**src/rtl/pipe_stage_skid_reg.sv**
```systemverilog
// Flushable pipeline-stage register with a valid/ready handshake and a 2-entry skid buffer.
// Define PIPE_PERF_CNT_EN to build the saturating STALL_CNT / FLUSH_CNT counters.
module pipe_stage_skid_reg #(
  parameter int DATA_W = 160,
  parameter int CTRL_W = 16,
  parameter int CNT_W  = 32
) (
  input  logic              CLK,
  input  logic              RESET,
  input  logic              BUSYWAIT,
  input  logic              FLUSH,
  input  logic              IN_VALID,
  output logic              IN_READY,
  input  logic [DATA_W-1:0] IN_DATA,
  input  logic [CTRL_W-1:0] IN_CTRL,
  output logic              OUT_VALID,
  input  logic              OUT_READY,
  output logic [DATA_W-1:0] OUT_DATA,
  output logic [CTRL_W-1:0] OUT_CTRL,
  output logic [CNT_W-1:0]  STALL_CNT,
  output logic [CNT_W-1:0]  FLUSH_CNT
);

  // State encoding is {main valid, skid valid}; 2'b01 is unreachable.
  localparam logic [1:0] S_EMPTY = 2'b00;
  localparam logic [1:0] S_FULL  = 2'b10;
  localparam logic [1:0] S_SKID  = 2'b11;

  logic              main_vld_q, main_vld_d;
  logic              skid_vld_q, skid_vld_d;
  logic [DATA_W-1:0] main_data_q, main_data_d;
  logic [DATA_W-1:0] skid_data_q, skid_data_d;
  logic [CTRL_W-1:0] main_ctrl_q, main_ctrl_d;
  logic [CTRL_W-1:0] skid_ctrl_q, skid_ctrl_d;
  logic [1:0]        state;
  logic              in_fire;
  logic              out_fire;

  assign state    = {main_vld_q, skid_vld_q};
  // Ready depends only on held state and global stall, never on OUT_READY.
  assign IN_READY = ~skid_vld_q & ~BUSYWAIT & ~RESET;
  assign in_fire  = IN_VALID & IN_READY & ~FLUSH;
  assign out_fire = main_vld_q & OUT_READY & ~BUSYWAIT;

  always_comb begin
    main_vld_d  = main_vld_q;
    skid_vld_d  = skid_vld_q;
    main_data_d = main_data_q;
    skid_data_d = skid_data_q;
    main_ctrl_d = main_ctrl_q;
    skid_ctrl_d = skid_ctrl_q;
    if (FLUSH) begin
      main_vld_d  = 1'b0;
      skid_vld_d  = 1'b0;
      main_ctrl_d = '0;
      skid_ctrl_d = '0;
    end else if (!BUSYWAIT) begin
      case (state)
        S_EMPTY: begin
          if (in_fire) begin
            main_vld_d  = 1'b1;
            main_data_d = IN_DATA;
            main_ctrl_d = IN_CTRL;
          end
        end
        S_FULL: begin
          if (in_fire && out_fire) begin
            main_data_d = IN_DATA;
            main_ctrl_d = IN_CTRL;
          end else if (in_fire) begin
            skid_vld_d  = 1'b1;
            skid_data_d = IN_DATA;
            skid_ctrl_d = IN_CTRL;
          end else if (out_fire) begin
            main_vld_d  = 1'b0;
            main_ctrl_d = '0;
          end
        end
        S_SKID: begin
          if (out_fire) begin
            main_data_d = skid_data_q;
            main_ctrl_d = skid_ctrl_q;
            skid_vld_d  = 1'b0;
            skid_ctrl_d = '0;
          end
        end
        default: begin
          main_vld_d  = 1'b0;
          skid_vld_d  = 1'b0;
          main_ctrl_d = '0;
          skid_ctrl_d = '0;
        end
      endcase
    end
  end

  always_ff @(posedge CLK or posedge RESET) begin
    if (RESET) begin
      main_vld_q  <= 1'b0;
      skid_vld_q  <= 1'b0;
      main_data_q <= '0;
      skid_data_q <= '0;
      main_ctrl_q <= '0;
      skid_ctrl_q <= '0;
    end else begin
      main_vld_q  <= main_vld_d;
      skid_vld_q  <= skid_vld_d;
      main_data_q <= main_data_d;
      skid_data_q <= skid_data_d;
      main_ctrl_q <= main_ctrl_d;
      skid_ctrl_q <= skid_ctrl_d;
    end
  end

  assign OUT_VALID = main_vld_q;
  assign OUT_DATA  = main_data_q;
  assign OUT_CTRL  = main_ctrl_q & {CTRL_W{main_vld_q}};

`ifdef PIPE_PERF_CNT_EN
  logic [CNT_W-1:0] stall_cnt_q, stall_cnt_d;
  logic [CNT_W-1:0] flush_cnt_q, flush_cnt_d;

  // Both counters saturate at all-ones instead of wrapping.
  always_comb begin
    stall_cnt_d = stall_cnt_q;
    flush_cnt_d = flush_cnt_q;
    if (main_vld_q && !out_fire && (stall_cnt_q != '1))
      stall_cnt_d = stall_cnt_q + 1'b1;
    if (FLUSH && (main_vld_q || skid_vld_q) && (flush_cnt_q != '1))
      flush_cnt_d = flush_cnt_q + 1'b1;
  end

  always_ff @(posedge CLK or posedge RESET) begin
    if (RESET) begin
      stall_cnt_q <= '0;
      flush_cnt_q <= '0;
    end else begin
      stall_cnt_q <= stall_cnt_d;
      flush_cnt_q <= flush_cnt_d;
    end
  end

  assign STALL_CNT = stall_cnt_q;
  assign FLUSH_CNT = flush_cnt_q;
`else
  assign STALL_CNT = '0;
  assign FLUSH_CNT = '0;
`endif

endmodule

```
**config.mk**
```make
export PLATFORM = sky130hd
export DESIGN_NAME = pipe_stage_skid_reg
export DESIGN_NICKNAME = d
export VERILOG_FILES = /design/src/rtl/pipe_stage_skid_reg.sv
export SDC_FILE = /design/constraint.sdc
export NUM_CORES = 1
export LEC_CHECK = 0
export ABC_AREA = 1
export ABC_CLOCK_PERIOD_IN_PS = 11650
export CORE_MARGIN = 4
export CORE_UTILIZATION = 44
export DETAILED_ROUTE_END_ITERATION = 6
export GPL_TIMING_DRIVEN = 0
export HOLD_SLACK_MARGIN = 0.06
export PLACE_DENSITY_LB_ADDON = 0.15
export REMOVE_ABC_BUFFERS = 1
export SLEW_MARGIN = 10
export SYNTH_ARGS = -nofsm -noshare
export SYNTH_HDL_FRONTEND = slang
export SYNTH_SLANG_ARGS = --single-unit
```
**constraint.sdc**
```tcl
create_clock -name CLK -period 11.65 [get_ports CLK]
set_input_delay 1.7475 -clock CLK [delete_from_list [all_inputs] [get_ports CLK]]
set_output_delay 1.7475 -clock CLK [all_outputs]
set_load 0.1 [all_outputs]
```
# [After elaboration in Yosys (flattened, before gate mapping)]
# Index checks and enable logic that the tools add are counted.
[word_totals] output_inout_bits=242 word_cells=69 input_bits=182 reg_bits=354
[classes] n_bitwise=12 n_eq_ne=16 n_reduce_logical=8 mux=27
[op_table] op="$mux 160" n=3
[op_table] op="$pmux 160 s3" n=1
[op_table] op="$mux 16" n=10
[op_table] op="$pmux 16 s3" n=2
[op_table] op="$ne 3x3->1 const B" n=6
[op_table] op="$and 16x16->16" n=1
[op_table] op="$reduce_and 5->1" n=3
[op_table] op="$reduce_and 6->1" n=2
[op_table] op="$ne 2x2->1 const B" n=5
[op_table] op="$mux 1" n=9
[op_table] op="$ne 4x4->1 const B" n=2
[op_table] op="$and 1x1->1" n=6
[op_table] op="$pmux 1 s3" n=2
[op_table] op="$not 1->1" n=5
[op_table] op="$eq 2x2->1 const B" n=2
[op_table] op="$reduce_bool 3->1" n=1
[op_table] op="$logic_not 2->1" n=1
[op_table] op="$ne 2x1->1 const B" n=1
[op_table] op="$logic_and 1x1->1" n=1

# [Depth between registers and ports, before layout]
# Gate-level depths: netlist of run 1.
[depth] ltp_word=10 ltp_mapped=11 mapped_depth_nobuf=8

# [Worst setup path before layout of run 1]
# No wires, ideal clock.
[synth_timing] path_type="input -> output" from="input port RESET" to="output port IN_READY" arrival_time_ps=10686 t_required_ps=9903 n_path_buf=0 path_slack_ps=-784 cell_stages=3 cell_sequence="inv_1 nand2_1 inv_1"
[synth_via] elab_chain_len=2
[synth_lines] element="from (decl)" line_no="9" source="input logic RESET,"
[synth_lines] element="$not 1->1" line_no="41" source="assign IN_READY = ~skid_vld_q & ~BUSYWAIT & ~RESET;"
[synth_lines] element="$and 1x1->1" line_no="41"
[synth_lines] element="to (decl)" line_no="13" source="output logic IN_READY,"
# No other way between the ends.

# [Worst setup path in the final report of run 1]
# Same ends and word-level chain as after synthesis.

==> out/results.txt, run 1 <==
setup TNS = 0 ns
DRC = 0
Synth warnings = 0
CTS tree = yes
Slew Viols, Final = 0
flop-to-flop setup slack = 8.46 ns
filler instances = 3,126
CP max-delay cell = clkdlybuf4s50_1
die area = 0.0390 sq mm
ys async rst share = 1.00
clock edge transition at the registers on the reported setup and hold paths = 0.06 ns
Worst Path Class, Setup = in2out
R2R depth = 8
final hold vios = 0
fin crit share = 0.547
Root Buffer = clkbuf_16
std cell rows = 69
DR WL/cell = 15.0 um
Die Width = 197 um
maximum buffer depth of the clock tree = 3
Critical Path End = IN_READY
post-synth top area share = 0.561
EDFF count, synth = 0
die height = 197 um
ys flop type = dfrtp_1
Final GP Congestion = 0.778
Total Routing Usage GR = 0.202
maximum VDD drop = 0.185 mV
worst stage delay on the critical path = 1.15 ns
Final Skew = 0.00978 ns
worst-margin pin slew = 1.07 ns
GR Overflow Total = 0
Setup crit start kind = primary input
r2r startpoint = OUT_VALID$_DFFE_PP0P_
Worst Path Required = 9.90 ns
nets = 2,378
synthesized area per cell = 8.32 sq um
PostCTS Resize Cnt = 0
core outline area = 0.0355 sq mm
worst hold path class = reg2reg
fin area = 0.0209 sq mm
Cell Area, Synth = 0.0158 sq mm
Yosys reg bits = 354
Unique masters post-synth = 20
dpl hpwl = 26,500 um
Max Cap Viol = 0
post-synth top area cell = dfrtp_1
Fin Hold WS = 0.477 ns
crit end category = output port
CTS hold repair buffers = 0
drt via density = 4.82
reg2reg end = main_ctrl_q[6]$_DFFE_PP0P_
min Tclk post-route = 6.37 ns
clk_lat worst skew = 0.52 ns
initial antenna violation count = 5
top cell family by delay on the critical path = buffers and inverters
# IOs = 424
Placed Area = 0.0196 sq mm
drt first pass iters = 5
H-tree Lvls = 2
crit-path cells = clkdlybuf4s50_1 > inv_8 > buf_16 > nand2_1 > inv_1 > clkdlybuf4s50_1
crit path max fanout = 102
CP Launch Point = RESET
Cells on Worst Hold Path = 2
clk sinks = 354
wirelength, routed = 40,300 um
Leak = 10.2 nW
CP arrival = 4.62 ns
final antenna-violating net count = 0
Rel. slew slack = 0.284
first-pass GRT wire length = 65,200 um
Synth Instances = 1,899
FMAX = 157 MHz
Initial Util = 0.445
vias in the first global route = 12.5k
top cells by area, synth = dfrtp_1 56%, nand2_1 15%, o21ai_0 8.7%
register area share after synthesis = 0.561
RSZ-0062 raised after global routing = false
count leader, synth = nand2_1
Synth-to-Final Area Change = 32.6%
Setup Buffers After CTS = 0
CP most frequent cell = clkdlybuf4s50_1
CP bufs+invs = 5
largest net degree at the start of global routing = 131
Power Density = 291 mW/mm^2
Worst path depth = 6
status = finished, final reports clean
total CTS buffers = 40
Detailed Route Iter0 Violations = 756
IO Port Bufs = 359
Synth top cells by count = 624 x nand2_1, 354 x dfrtp_1, 274 x o21ai_0, 220 x o21ai_1, 185 x inv_1
share of cells above drive strength 1 = 0.0454
Via Count = 13.0k
endpoints failing setup = 0
-- layout by cell type (no fill, tap or decap) --
cell	Yosys	final
buf_12	0	1
bufinv_16	0	2
clkbuf_16	0	42
o21ai_2	7	7
inv_2	2	1
nand2_2	2	2
clkinv_2	0	4
o21ai_1	220	220
clkbuf_8	0	13
diode_2	0	2
inv_6	0	1
nand2_1	624	622
nand3_1	36	36
inv_8	0	2
nor2_1	3	3
clkbuf_1	45	8
clkinv_8	0	1
nor2_2	4	3
conb_1	1	64
nand3_2	1	1
nand2_4	0	2
dfrtp_1	354	354
o21ai_0	274	274
nand4_1	2	2
nor2_4	2	3
clkinv_4	0	2
clkdlybuf4s50_1	0	359
buf_16	0	14
inv_1	185	183
-- cell families (layout without fill, tap and decap cells) --
group | after synthesis | after routing | share of synthesized area
flops | 354 | 354 | 0.561
simple gates | 674 | 674 | 0.166
other cells | 1 | 66 | 0.000237
compound gates | 501 | 501 | 0.160
buf+inv | 369 | 633 | 0.113
-- metrics by stage --
stage               setup WS [ns]  utilization  power (mW)  instances
floorplan                   -3.92            -        4.09       1780
finish                       5.28        0.590        6.09       2689
detailed placement           5.15        0.551        4.82       2615
global route                 5.01        0.590        6.38       2687
global placement           -12.31        0.539        4.80       2600
CTS                          5.14        0.590        6.14       2687
-- state kept, by name, summed over array words and instances (netlist names) --
name	flops
main_ctrl_q	16
OUT_DATA	160
skid_ctrl_q	16
skid_data_q	160
OUT_VALID	1
skid_vld_q	1
-- tightest hold or removal path, delay by kind of cell (launching register included) --
kind,cells,cell delay [ns]
flops,1,0.34
simple gates,1,0.06
compound gates,1,0.04
-- cell type report --
cell class | count | area, sq um | area share
repair buffers | 374 | 4000 | 0.191
inverters | 187 | 722 | 0.0345
well taps | 461 | 577 | 0.0275
clock buffers | 63 | 1260 | 0.0602
multi-input cells | 1239 | 5410 | 0.258
clock inverters | 9 | 114 | 0.00544
flip-flops and latches | 354 | 8860 | 0.423
diodes | 2 | 5.00 | 0.000239
-- layer usage --
layer  vias to the layer above  share of wire  global-route usage
met3                        65           0.11              0.0800
met2                       350           0.45               0.311
met5                         -         0.0014                   0
li1                       6489              -                   -
met4                        10          0.019              0.0465
met1                      6045           0.42               0.271
-- worst min-delay path by stage --
stage                                    to  slack (ns)                    startpoint
2_1_floorplan    main_ctrl_q[0]$_DFFE_PP0P_        0.45    main_ctrl_q[0]$_DFFE_PP0P_
3_3_place_gp   skid_data_q[158]$_DFFE_PP0P_        0.46  skid_data_q[158]$_DFFE_PP0P_
3_5_place_dp    main_ctrl_q[11]$_DFFE_PP0P_        0.47   main_ctrl_q[11]$_DFFE_PP0P_
4_1_cts        skid_data_q[155]$_DFFE_PP0P_        0.48  skid_data_q[155]$_DFFE_PP0P_
5_1_grt         skid_data_q[97]$_DFFE_PP0P_        0.50   skid_data_q[97]$_DFFE_PP0P_
6_report       skid_data_q[159]$_DFFE_PP0P_        0.48  skid_data_q[159]$_DFFE_PP0P_
-- power by group --
part / internal, mW / leakage, nW / switching [mW]
logic: 0.649 / 5.05 / 2.25
registers: 1.67 / 4.49 / 0.219
clock network: 0.788 / 0.680 / 0.502
Note: power is estimated with default switching activity, not from simulation.
==> run 2, diff against run 1 <==
--- a/config.mk
+++ b/config.mk
@@ -6,7 +6,7 @@
 export NUM_CORES = 1
 export LEC_CHECK = 0
 export ABC_AREA = 1
-export ABC_CLOCK_PERIOD_IN_PS = 11650
+export ABC_CLOCK_PERIOD_IN_PS = 5640
 export CORE_MARGIN = 4
 export CORE_UTILIZATION = 44
 export DETAILED_ROUTE_END_ITERATION = 6
==> constraint.sdc (replaced) <==
create_clock -name CLK -period 5.64 [get_ports CLK]
set_input_delay 0.846 -clock CLK [delete_from_list [all_inputs] [get_ports CLK]]
set_output_delay 0.846 -clock CLK [all_outputs]
set_load 0.1 [all_outputs]
==> results of run 2 <==
Same layout as run 1 (identical final DEF). Status: finished, final reports clean.
Among the figures that moved: setup slack after placement 5.15 ns -> 0.947 ns; setup slack after layout 5.28 ns -> 1.07 ns; register-to-register setup slack 8.46 ns -> 2.45 ns; total power 6.09 mW -> 12.6 mW; worst IR drop on VDD 0.185 mV -> 0.383 mV
